### src/rtl/ioctl_pkg.sv
// Shared types and constants for the ioctl download streamer and its helpers.
package ioctl_pkg;

    localparam int IOCTL_ADDR_W = 25;

    localparam logic [7:0] IOCTL_IDX_ROM = 8'd0;
    localparam logic [7:0] IOCTL_IDX_MOD = 8'd1;
    localparam logic [7:0] IOCTL_IDX_DIP = 8'd254;

    typedef enum logic [2:0] {
        ST_IDLE,
        ST_FETCH,
        ST_WRITE,
        ST_WAIT_ACK,
        ST_GAP,
        ST_FINISH
    } stream_state_e;

    function automatic logic [7:0] chksum_add(input logic [7:0] sum, input logic [7:0] data);
        return sum + data;
    endfunction

endpackage

### src/rtl/ioctl_streamer_if.sv
// Byte source handshake plus ioctl download bus, as seen by the streamer (master).
interface ioctl_streamer_if
    import ioctl_pkg::*;
#(
    parameter int ADDR_W = IOCTL_ADDR_W
);
    logic              src_valid;
    logic [7:0]        src_data;
    logic              src_ready;
    logic              wr_ack;
    logic              ioctl_download;
    logic [7:0]        ioctl_index;
    logic              ioctl_wr;
    logic [ADDR_W-1:0] ioctl_addr;
    logic [7:0]        ioctl_dout;

    modport master (
        input  src_valid, src_data, wr_ack,
        output src_ready, ioctl_download, ioctl_index, ioctl_wr, ioctl_addr, ioctl_dout
    );

    modport slave (
        output src_valid, src_data, wr_ack,
        input  src_ready, ioctl_download, ioctl_index, ioctl_wr, ioctl_addr, ioctl_dout
    );
endinterface

### src/rtl/toggle_sync.sv
// Two-flop synchronizer for a req/ack toggle, with a change detector on the synced level.
module toggle_sync (
    input  logic clk,
    input  logic rst_n,
    input  logic tog_i,
    output logic level_o,
    output logic edge_o
);
    logic s1_q, s2_q, s3_q;

    always_ff @(posedge clk or negedge rst_n) begin
        if (!rst_n) begin
            s1_q <= 1'b0;
            s2_q <= 1'b0;
            s3_q <= 1'b0;
        end else begin
            s1_q <= tog_i;
            s2_q <= s1_q;
            s3_q <= s2_q;
        end
    end

    assign level_o = s2_q;
    assign edge_o  = s2_q ^ s3_q;
endmodule

### src/rtl/ioctl_streamer.sv
// Streams bytes from a valid/ready source onto the ioctl download bus, pacing on a toggle ack.
// Optional running byte checksum output enabled by IOCTL_STREAMER_CHKSUM_EN.
module ioctl_streamer
    import ioctl_pkg::*;
#(
    parameter int ADDR_W = IOCTL_ADDR_W,
    parameter int GAP    = 2,
    parameter int ACK_TO = 255
) (
    input  logic              clk_sys,
    input  logic              reset_n,
    input  logic              start,
    input  logic [7:0]        index_in,
    input  logic [ADDR_W-1:0] base_addr,
    input  logic [ADDR_W-1:0] length,
    ioctl_streamer_if.master  bus,
    output logic              busy,
    output logic              done,
    output logic              error
`ifdef IOCTL_STREAMER_CHKSUM_EN
    ,
    output logic [7:0]        chksum
`endif
);
    localparam logic [3:0]  GAP_LAST = (GAP == 0) ? 4'd0 : 4'(GAP - 1);
    localparam logic [15:0] TO_LAST  = 16'(ACK_TO - 1);

    stream_state_e     state_q, state_d;
    logic [ADDR_W-1:0] addr_q, addr_d;
    logic [ADDR_W-1:0] remain_q, remain_d;
    logic [7:0]        dout_q, dout_d;
    logic [7:0]        index_q, index_d;
    logic              download_q, download_d;
    logic              wr_q, wr_d;
    logic              done_q, done_d;
    logic              error_q, error_d;
    logic              ack_seen_q, ack_seen_d;
    logic [15:0]       to_cnt_q, to_cnt_d;
    logic [3:0]        gap_cnt_q, gap_cnt_d;
`ifdef IOCTL_STREAMER_CHKSUM_EN
    logic [7:0]        chksum_q, chksum_d;
`endif

    logic ack_lvl, ack_edge, ack_hit;

    toggle_sync u_ack_sync (
        .clk     (clk_sys),
        .rst_n   (reset_n),
        .tog_i   (bus.wr_ack),
        .level_o (ack_lvl),
        .edge_o  (ack_edge)
    );

    // Leaving WAIT_ACK on the first difference means a double toggle counts once.
    assign ack_hit = ack_edge | (ack_lvl ^ ack_seen_q);

    always_comb begin
        state_d    = state_q;
        addr_d     = addr_q;
        remain_d   = remain_q;
        dout_d     = dout_q;
        index_d    = index_q;
        download_d = download_q;
        wr_d       = 1'b0;
        done_d     = 1'b0;
        error_d    = error_q;
        ack_seen_d = ack_seen_q;
        to_cnt_d   = to_cnt_q;
        gap_cnt_d  = gap_cnt_q;
`ifdef IOCTL_STREAMER_CHKSUM_EN
        chksum_d   = chksum_q;
`endif

        case (state_q)
            ST_IDLE: begin
                // Tracking the ack level while idle keeps stray toggles from counting later.
                ack_seen_d = ack_lvl;
                if (start) begin
                    error_d = 1'b0;
`ifdef IOCTL_STREAMER_CHKSUM_EN
                    chksum_d = 8'd0;
`endif
                    if (length == '0) begin
                        done_d = 1'b1;
                    end else begin
                        index_d    = index_in;
                        addr_d     = base_addr;
                        remain_d   = length;
                        download_d = 1'b1;
                        state_d    = ST_FETCH;
                    end
                end
            end

            ST_FETCH: begin
                if (bus.src_valid) begin
                    dout_d  = bus.src_data;
                    wr_d    = 1'b1;
                    state_d = ST_WRITE;
                end
            end

            ST_WRITE: begin
                ack_seen_d = ack_lvl;
                to_cnt_d   = 16'd0;
                state_d    = ST_WAIT_ACK;
            end

            ST_WAIT_ACK: begin
                if (ack_hit) begin
                    remain_d = remain_q - ADDR_W'(1);
`ifdef IOCTL_STREAMER_CHKSUM_EN
                    chksum_d = chksum_add(chksum_q, dout_q);
`endif
                    if (remain_q == ADDR_W'(1)) begin
                        download_d = 1'b0;
                        done_d     = ~error_q;
                        state_d    = ST_FINISH;
                    end else if (GAP == 0) begin
                        addr_d  = addr_q + ADDR_W'(1);
                        state_d = ST_FETCH;
                    end else begin
                        gap_cnt_d = 4'd0;
                        state_d   = ST_GAP;
                    end
                end else if (to_cnt_q == TO_LAST) begin
                    error_d    = 1'b1;
                    download_d = 1'b0;
                    state_d    = ST_FINISH;
                end else begin
                    to_cnt_d = to_cnt_q + 16'd1;
                end
            end

            ST_GAP: begin
                if (gap_cnt_q == GAP_LAST) begin
                    addr_d  = addr_q + ADDR_W'(1);
                    state_d = ST_FETCH;
                end else begin
                    gap_cnt_d = gap_cnt_q + 4'd1;
                end
            end

            ST_FINISH: begin
                state_d = ST_IDLE;
            end

            default: begin
                download_d = 1'b0;
                state_d    = ST_IDLE;
            end
        endcase
    end

    always_ff @(posedge clk_sys or negedge reset_n) begin
        if (!reset_n) begin
            state_q    <= ST_IDLE;
            addr_q     <= '0;
            remain_q   <= '0;
            dout_q     <= 8'd0;
            index_q    <= 8'd0;
            download_q <= 1'b0;
            wr_q       <= 1'b0;
            done_q     <= 1'b0;
            error_q    <= 1'b0;
            ack_seen_q <= 1'b0;
            to_cnt_q   <= 16'd0;
            gap_cnt_q  <= 4'd0;
`ifdef IOCTL_STREAMER_CHKSUM_EN
            chksum_q   <= 8'd0;
`endif
        end else begin
            state_q    <= state_d;
            addr_q     <= addr_d;
            remain_q   <= remain_d;
            dout_q     <= dout_d;
            index_q    <= index_d;
            download_q <= download_d;
            wr_q       <= wr_d;
            done_q     <= done_d;
            error_q    <= error_d;
            ack_seen_q <= ack_seen_d;
            to_cnt_q   <= to_cnt_d;
            gap_cnt_q  <= gap_cnt_d;
`ifdef IOCTL_STREAMER_CHKSUM_EN
            chksum_q   <= chksum_d;
`endif
        end
    end

    assign bus.src_ready      = (state_q == ST_FETCH);
    assign bus.ioctl_download = download_q;
    assign bus.ioctl_index    = index_q;
    assign bus.ioctl_wr       = wr_q;
    assign bus.ioctl_addr     = addr_q;
    assign bus.ioctl_dout     = dout_q;
    assign busy               = (state_q != ST_IDLE);
    assign done               = done_q;
    assign error              = error_q;
`ifdef IOCTL_STREAMER_CHKSUM_EN
    assign chksum             = chksum_q;
`endif
endmodule

### src/flat_wrapper.sv
// flat-port wrapper written by rule: the top's interface ports become plain ports
module ioctl_streamer_flat import ioctl_pkg::*;
#(
    parameter int ADDR_W = IOCTL_ADDR_W,
    parameter int GAP    = 2,
    parameter int ACK_TO = 255
)
  (clk_sys, reset_n, start, index_in, base_addr, length, busy, done, error, bus_src_valid, bus_src_data, bus_wr_ack, bus_src_ready, bus_ioctl_download, bus_ioctl_index, bus_ioctl_wr, bus_ioctl_addr, bus_ioctl_dout);
  ioctl_streamer_if #(.ADDR_W(ADDR_W)) bus_i ();
  input  logic clk_sys;
  input  logic reset_n;
  input  logic start;
  input  logic [7:0] index_in;
  input  logic [ADDR_W-1:0] base_addr;
  input  logic [ADDR_W-1:0] length;
  output logic busy;
  output logic done;
  output logic error;
  input wire logic [$bits(bus_i.src_valid)-1:0] bus_src_valid;
  input wire logic [$bits(bus_i.src_data)-1:0] bus_src_data;
  input wire logic [$bits(bus_i.wr_ack)-1:0] bus_wr_ack;
  output wire logic [$bits(bus_i.src_ready)-1:0] bus_src_ready;
  output wire logic [$bits(bus_i.ioctl_download)-1:0] bus_ioctl_download;
  output wire logic [$bits(bus_i.ioctl_index)-1:0] bus_ioctl_index;
  output wire logic [$bits(bus_i.ioctl_wr)-1:0] bus_ioctl_wr;
  output wire logic [$bits(bus_i.ioctl_addr)-1:0] bus_ioctl_addr;
  output wire logic [$bits(bus_i.ioctl_dout)-1:0] bus_ioctl_dout;
  assign bus_i.src_valid = bus_src_valid;
  assign bus_i.src_data = bus_src_data;
  assign bus_i.wr_ack = bus_wr_ack;
  assign bus_src_ready = bus_i.src_ready;
  assign bus_ioctl_download = bus_i.ioctl_download;
  assign bus_ioctl_index = bus_i.ioctl_index;
  assign bus_ioctl_wr = bus_i.ioctl_wr;
  assign bus_ioctl_addr = bus_i.ioctl_addr;
  assign bus_ioctl_dout = bus_i.ioctl_dout;
  ioctl_streamer #(.ADDR_W(ADDR_W), .GAP(GAP), .ACK_TO(ACK_TO)) u_core (.clk_sys(clk_sys), .reset_n(reset_n), .start(start), .index_in(index_in), .base_addr(base_addr), .length(length), .bus(bus_i), .busy(busy), .done(done), .error(error));
endmodule
### config.mk
export PLATFORM = sky130hd
export DESIGN_NAME = ioctl_streamer_flat
export DESIGN_NICKNAME = d
export VERILOG_FILES = /design/src/rtl/ioctl_pkg.sv /design/src/rtl/ioctl_streamer_if.sv /design/src/rtl/toggle_sync.sv /design/src/rtl/ioctl_streamer.sv /design/src/flat_wrapper.sv
export SDC_FILE = /design/constraint.sdc
export NUM_CORES = 1
export LEC_CHECK = 0
export BUFFER_PORTS_ARGS = -buffer_cell sky130_fd_sc_hd__buf_2
export CORE_MARGIN = 1.5
export CORE_UTILIZATION = 30
export DETAILED_ROUTE_END_ITERATION = 10
export SLEW_MARGIN = 20
export SYNTH_ARGS = -nofsm -noshare
export SYNTH_HDL_FRONTEND = slang
export SYNTH_SLANG_ARGS = --single-unit
### constraint.sdc
create_clock -name clk_sys -period 7.12 [get_ports clk_sys]
set_clock_uncertainty 0.2 [all_clocks]
set_input_delay 0 -clock clk_sys [delete_from_list [all_inputs] [get_ports clk_sys]]
set_output_delay 0 -clock clk_sys [all_outputs]
set_load 0.005 [all_outputs]
**After elaboration in Yosys (flattened, before gate mapping)**

Index checks and enable logic that the tools add are counted.

- Flip-flop bits (word level): 97
- Bits in latches: 0
- Memories kept: 0
- ROM bits: 0
- Bits in writable memories: 0
- Input bits: 71
- Output and inout bits: 47

- Equality and inequality tests: 20
- Shift operators: 0
- Mux-type cells: 40
- $mul: 0
- Add/subtract/negate cells: 4
- Reductions and logical operators: 18
- Magnitude comparators: 0
- Bitwise gates (word level): 6
- Div/mod/pow operators: 0

Operator list:

| cell | count |
|---|---|
| $mux W25 | 6 |
| $pmux W25 S2 | 2 |
| $mux W16 | 2 |
| $pmux W16 S2 | 1 |
| $add A25 B1 Y25 const B | 1 |
| $eq A25 B1 Y1 const B | 1 |
| $logic_not A25 Y1 | 1 |
| $sub A25 B1 Y25 const B | 1 |
| $mux W3 | 6 |
| $add A16 B1 Y16 const B | 1 |
| $eq A16 B8 Y1 const B | 1 |
| $reduce_and A4 Y1 | 4 |
| $mux W1 | 15 |
| $pmux W3 S5 | 1 |
| $ne A2 B2 Y1 const B | 7 |
| $mux W4 | 3 |
| $reduce_and A5 Y1 | 2 |
| $pmux W4 S2 | 1 |
| $reduce_bool A2 Y1 | 4 |
| $eq A3 B2 Y1 const B | 2 |
| $eq A3 B3 Y1 const B | 2 |
| $ne A2 B1 Y1 const B | 3 |
| $reduce_and A3 Y1 | 2 |
| $add A4 B1 Y4 const B | 1 |
| other kinds (14) | 18 |

**Longest topological paths before layout**

- Depth in word-level cells: 4
- Mapped depth: 8

**Modules after synthesis**

A second synthesis with hierarchy kept.

- Cell total of the unflattened synthesis: 627
- Area total of the unflattened synthesis: 5778.0 µm²

Modules (own cells, without submodules):

| module | seq. area each (µm²) | cells each | instances | area each (µm²) |
|---|---|---|---|---|
| ioctl_streamer | 2352.3 | 623 | 1 | 5694.2 |
| toggle_sync | 75.1 | 4 | 1 | 83.8 |

**Worst setup path after synthesis**

No wires, ideal clock.

- Path kind: reg2reg
- From: register u_core.remain_q[6]
- To: register u_core.remain_q[23]
- Buffers on the path: 0
- Data arrival time: 2.018 ns
- Setup slack: 4.829 ns
- Stages on the path, launching flop included: 6
- Clock period less this slack: 2.291 ns
- Library setup time: 0.073 ns
- Cells stage by stage: dfrtp_1 nor4_4 nand4_1 or4_4 a2111oi_4 a2bb2oi_2

- Longest elaborated chain between the ends: 3

RTL lines:

| what | line | text |
|---|---|---|
| start, declared | ioctl_streamer.sv:30 | `logic [ADDR_W-1:0] remain_q, remain_d;` |
| start signal, assigned | ioctl_streamer.sv:175 | `remain_q <= remain_d;` |
| $sub A25 B1 Y25 | ioctl_streamer.sv:111 | `remain_d = remain_q - ADDR_W'(1);` |
| $mux W25 | ioctl_streamer.sv:110 | `if (ack_hit) begin` |
| $pmux W25 S2 | ioctl_streamer.sv:74 | `case (state_q)` |

No other way between the ends. The select of a mux whose other input is x is not followed.
A chain may end at the register's enable or synchronous reset.

**Worst setup path in the final report**

- From: register u_core.state_q[1]
- To: register u_core.addr_q[0], in the netlist u_core.bus.ioctl_addr[0]

- Longest elaborated chain between the ends: 3
- Elaborated cells on any way between the ends: 8

RTL lines:

| what | line | text |
|---|---|---|
| start, declared | ioctl_streamer.sv:28 | `stream_state_e state_q, state_d;` |
| start signal, assigned | ioctl_streamer.sv:173 | `state_q <= state_d;` |
| $eq A3 B3 Y1 or $logic_not A3 Y1 (tied branches) | ioctl_streamer.sv:74 |  |
| $ne A2 B1 Y1 (no source line) (tied with other cells) | -- |  |
| $reduce_and A4 Y1 (no source line) | -- |  |
| end signal, assigned | ioctl_streamer.sv:174 | `addr_q <= addr_d;` |
| end, declared | ioctl_streamer.sv:29 | `logic [ADDR_W-1:0] addr_q, addr_d;` |

Parallel ways exist; a longest one is shown, timed or not.

==> metrics.txt <==
# TYPE chip_impl_metric gauge
chip_impl_info{name="run_status",value="completed"} 1
chip_impl_metric{name="synth_sequential_area_ratio",unit="%"} 41.97
chip_impl_metric{name="cts_made_buffers",unit=""} 9
chip_impl_metric{name="clkTransAtPathRegs",unit="ns"} 0.06
chip_impl_info{name="worst_path_max_delay_cell",value="sky130_fd_sc_hd__nand2_1"} 1
chip_impl_metric{name="synthesis.nets",unit=""} 714
chip_impl_metric{name="antenna_cells",unit=""} 0
chip_impl_metric{name="cts_sinks",unit=""} 97
chip_impl_metric{name="warnings_synthesis",unit=""} 0
chip_impl_metric{name="final_cell_count_no_fill",unit=""} 1069
chip_impl_metric{name="cap_violations",unit=""} 0
chip_impl_metric{name="register_share_of_total_power",unit="%"} 38.1
chip_impl_metric{name="layout_min_cycle_time",unit="ns"} 3.362
chip_impl_info{name="most_instantiated_cells_after_synthesis",value="97 x sky130_fd_sc_hd__dfrtp_1, 58 x sky130_fd_sc_hd__nor2_1, 48 x sky130_fd_sc_hd__a21oi_1, 45 x sky130_fd_sc_hd__nand2_1, 30 x sky130_fd_sc_hd__clkbuf_1"} 1
chip_impl_info{name="rr_startpoint",value="u_core.state_q[1]"} 1
chip_impl_metric{name="power_report.internal_total",unit="mW"} 1.594
chip_impl_metric{name="synth_seq_cells",unit=""} 97
chip_impl_metric{name="hold_viol",unit=""} 0
chip_impl_info{name="hold_class",value="input pin to async pin"} 1
chip_impl_metric{name="critical_path_depth",unit=""} 5
chip_impl_info{name="startpoint",value="u_core.state_q[1]"} 1
chip_impl_metric{name="first_drt_pass_iteration_count",unit=""} 5
chip_impl_metric{name="switching_portion_of_total_power",unit="%"} 42.90
chip_impl_info{name="critical_path.reg2reg.endpoint",value="u_core.bus.ioctl_addr[0]"} 1
chip_impl_metric{name="cell_depth_of_the_worst_flop_to_flop_path",unit=""} 5
chip_impl_metric{name="synth-edff-count",unit=""} 0
chip_impl_metric{name="maxSlewViolCount",unit=""} 0
chip_impl_metric{name="first_pass_grt_wire_length",unit="µm"} 28810
chip_impl_metric{name="port-buffer-count",unit=""} 117
chip_impl_metric{name="synthesis.area_per_instance",unit="µm²"} 9.093
chip_impl_info{name="ys_top_cells_by_area",value="sky130_fd_sc_hd__dfrtp_1 42%, sky130_fd_sc_hd__a21oi_1 4.2%, sky130_fd_sc_hd__nor2_1 3.8%, sky130_fd_sc_hd__mux2_2 3.7%, sky130_fd_sc_hd__a31oi_1 2.9%"} 1
chip_impl_metric{name="worst_path_largest_cell_delay",unit="ns"} 0.69
chip_impl_metric{name="antenna_found_initial",unit=""} 0
chip_impl_metric{name="wl_met2",unit="µm"} 8521
chip_impl_metric{name="maximum_number_of_pins_on_one_net_before_global_route_repair",unit=""} 53
chip_impl_metric{name="vdd.ir_drop.worst",unit="mV"} 0.1856
chip_impl_metric{name="fp.dieArea",unit="µm²"} 20120
chip_impl_metric{name="worstPathBufferInverterCount",unit=""} 1
chip_impl_metric{name="tightest_slew",unit="ns"} 1.223
chip_impl_metric{name="grt_overflow_total",unit=""} 0
chip_impl_metric{name="insertion_delay",unit="ns"} 0.35
chip_impl_metric{name="route.met3.wl",unit="µm"} 1114
chip_impl_metric{name="inst_count_dp",unit=""} 986
chip_impl_metric{name="ys_async_sr_fraction",unit="%"} 100.0
chip_impl_metric{name="dp_hpwl",unit="µm"} 11980
chip_impl_metric{name="path_max_fanout",unit=""} 46
chip_impl_info{name="crit_path_end",value="u_core.bus.ioctl_addr[0]"} 1
chip_impl_metric{name="gp_congestion",unit=""} 0.8713
chip_impl_metric{name="worst-endpoint-required",unit="ns"} 7.15
chip_impl_metric{name="worst_ep_arrival_time",unit="ns"} 3.39
chip_impl_metric{name="core_region_area",unit="µm²"} 18830
chip_impl_metric{name="via_count_of_the_first_global_routing_pass",unit=""} 5632
chip_impl_info{name="ctsRootBufferMaster",value="sky130_fd_sc_hd__clkbuf_16"} 1
chip_impl_metric{name="dieHeight",unit="µm"} 141.8
chip_impl_metric{name="post-synth-top-area-fraction",unit="%"} 41.97
chip_impl_metric{name="yosys.cell_types.count",unit=""} 69
chip_impl_metric{name="maximum_achievable_frequency",unit="MHz"} 297.4
chip_impl_metric{name="synth.cell_area",unit="µm²"} 5783
chip_impl_info{name="highest_layer",value="met4"} 1
chip_impl_metric{name="worst_slew_margin_rel",unit="%"} 17.72
chip_impl_metric{name="r2r_setup_slack",unit="ns"} 3.76
chip_impl_metric{name="initial_utilization",unit="%"} 30.71
chip_impl_metric{name="timing.final.setup_violations",unit=""} 0
chip_impl_metric{name="drcViolationCount",unit=""} 0
chip_impl_metric{name="pwr-share-comb",unit="%"} 45.9
chip_impl_metric{name="routed-via-count",unit=""} 5843
chip_impl_metric{name="clock_power_share",unit="%"} 15.9
chip_impl_metric{name="clockBufferDepth",unit=""} 2
chip_impl_info{name="timing.critical_path.max_delay_family",value="simple AND/OR/NAND/NOR gates"} 1
chip_impl_metric{name="final_routed_wirelength_across_all_metal_layers",unit="µm"} 17900
chip_impl_info{name="tritoncts",value="yes"} 1
chip_impl_metric{name="met1Wirelength",unit="µm"} 8010
chip_impl_metric{name="post-route-period-util",unit="%"} 47.22
chip_impl_metric{name="totalNegativeSetupSlack",unit="ns"} 0
chip_impl_info{name="rsz_0062_raised_after_global_routing",value="no"} 1
chip_impl_metric{name="wire_per_inst",unit="µm"} 16.74
chip_impl_metric{name="post_synth_inst_count",unit=""} 636
chip_impl_metric{name="drtIter0Drc",unit=""} 657
chip_impl_metric{name="p_sw",unit="mW"} 1.197
chip_impl_metric{name="power.leakage",unit="nW"} 3.085
chip_impl_metric{name="power.density",unit="nW/µm²"} 368.4
chip_impl_info{name="startpoint_type",value="flip-flop"} 1
chip_impl_metric{name="fp.dieW",unit="µm"} 141.8
chip_impl_metric{name="top_level_ports",unit=""} 118
chip_impl_metric{name="cts_htree_levels",unit=""} 3
chip_impl_metric{name="row_count",unit=""} 50
chip_impl_info{name="synthDominantAreaCellType",value="sky130_fd_sc_hd__dfrtp_1"} 1
chip_impl_metric{name="grt_usage",unit="%"} 17.96
chip_impl_metric{name="final_layout_size_suffix_gt1_share",unit="%"} 22.00
chip_impl_info{name="ys.flop_type",value="sky130_fd_sc_hd__dfrtp_1"} 1
chip_impl_metric{name="post_cts_sizing_count",unit=""} 0
chip_impl_info{name="yosys.cell_count.top_type",value="sky130_fd_sc_hd__dfrtp_1"} 1
chip_impl_metric{name="fin_nets",unit=""} 885
chip_impl_info{name="critical_path.cell_chain",value="nor3b_2, buf_4, nand2_1, and2_1, a211o_1"} 1
chip_impl_info{name="worst_setup_path_end_kind",value="flip-flop"} 1
chip_impl_info{name="path_class",value="flip-flop to flip-flop"} 1
chip_impl_metric{name="dr_vias_cell",unit=""} 5.466
chip_impl_metric{name="synthToLayoutAreaGrowth",unit="%"} 31.00
chip_impl_metric{name="post_route_antenna_net_violation_count",unit=""} 0
==> kinds of logic (layout without fill, tap and decap cells) <==
kind of cell	after synthesis	after routing	synth area share, %
and+or+nand+nor	246	246	22.98
buffers and inverters	54	227	3.873
xor gates and xnor gates	11	11	1.666
muxes	20	20	3.873
AOI/OAI and AO/OA	201	201	24.12
DFF	97	97	41.97
adders and majority gates	7	7	1.514
==> worst min-delay path by stage <==
stage                                 to     from
6_report        u_core.bus.ioctl_dout[7]  reset_n
5_1_grt         u_core.bus.ioctl_dout[7]  reset_n
4_1_cts        u_core.bus.ioctl_index[3]  reset_n
3_5_place_dp    u_core.bus.ioctl_dout[7]  reset_n
3_3_place_gp    u_core.bus.ioctl_dout[7]  reset_n
2_1_floorplan          u_core.ack_seen_q  reset_n
==> power by group through the flow <==
stage                     registers (mW)  clock network [mW]  logic (mW)
after floorplan                    0.969                   0       0.901
after global placement              1.06                   0        1.23
after detailed placement            1.07                   0        1.24
after CTS                           1.06               0.463        1.28
after global routing                1.10               0.482        1.41
final                               1.06               0.445        1.28
==> flip-flops by register name, summed over array words and instances (netlist names) <==
signal and flops:
u_core.ack_seen_q 1, u_core.bus.ioctl_addr 25, u_core.bus.ioctl_dout 8, u_core.bus.ioctl_download 1
u_core.bus.ioctl_index 8, u_core.bus.ioctl_wr 1, u_core.done 1, u_core.error 1
u_core.gap_cnt_q 4, u_core.remain_q 25, u_core.state_q 3, u_core.to_cnt_q 16
u_core.u_ack_sync.level_o 1, u_core.u_ack_sync.s1_q 1, u_core.u_ack_sync.s3_q 1
==> final cells by class <==
class | instances | area, µm²
Inverter | 15 | 56.30
Timing Repair Buffer | 199 | 1379
Tap cell | 260 | 325.3
Multi-Input combinational cell | 485 | 3137
Clock inverter | 1 | 5.005
Clock buffer | 12 | 246.5
Fill cell | 1908 | 11250
Sequential cell | 97 | 2427
==> through the flow <==
stage	hold slack, ns	area (µm²)	power (mW)	setup slack (ns)	util (%)
after detailed placement	-0.1294	6624	2.309	3.785	35.18
after floorplan	-0.4956	5783	1.870	4.829	-
final	0.009260	7576	2.791	3.758	40.23
after CTS	0.02991	7576	2.796	3.771	40.23
after global placement	-0.1284	6624	2.291	3.881	35.18
after global routing	0.07313	7576	3.001	3.551	40.23
==> layer usage <==
| metal | up-vias | track usage, % |
|---|---|---|
| met3 | 18 | 3.611 |
| met1 | 2817 | 24.48 |
| met2 | 218 | 28.88 |
| li1 | 2790 | - |
| met5 | - | 0 |
| met4 | 0 | 5.100 |
==> repair_timing <==
action,in CTS,in global routing
hold endpoints to repair,116,0
setup buffers,0,0
hold buffers,70,0
==> placed cells by master, fill, tap and decap left out, types with 7 or more instances in the layout <==
cell type                       netlist  final
sky130_fd_sc_hd__mux2_2              19     19
sky130_fd_sc_hd__buf_4                0     13
sky130_fd_sc_hd__nor3_1              18     18
sky130_fd_sc_hd__o22ai_1             13     13
sky130_fd_sc_hd__a31oi_1             27     27
sky130_fd_sc_hd__a22oi_1              7      7
sky130_fd_sc_hd__clkbuf_16            0      9
sky130_fd_sc_hd__inv_1               15     15
sky130_fd_sc_hd__nand3_1             26     26
sky130_fd_sc_hd__o21ai_0             26     26
sky130_fd_sc_hd__buf_2                5    116
sky130_fd_sc_hd__a2bb2oi_1            7      7
sky130_fd_sc_hd__nand2_1             45     45
sky130_fd_sc_hd__xnor2_1              8      8
sky130_fd_sc_hd__o22a_1              16     16
sky130_fd_sc_hd__dfrtp_1             97     97
sky130_fd_sc_hd__nand4_1             15     15
sky130_fd_sc_hd__and2_1               7      7
sky130_fd_sc_hd__nor4_1              26     26
sky130_fd_sc_hd__dlygate4sd3_1        0     70
sky130_fd_sc_hd__a21oi_1             48     48
sky130_fd_sc_hd__o31ai_1             11     11
sky130_fd_sc_hd__ha_1                 7      7
sky130_fd_sc_hd__nor2_1              58     58
Power figures use the tool's default switching activity.
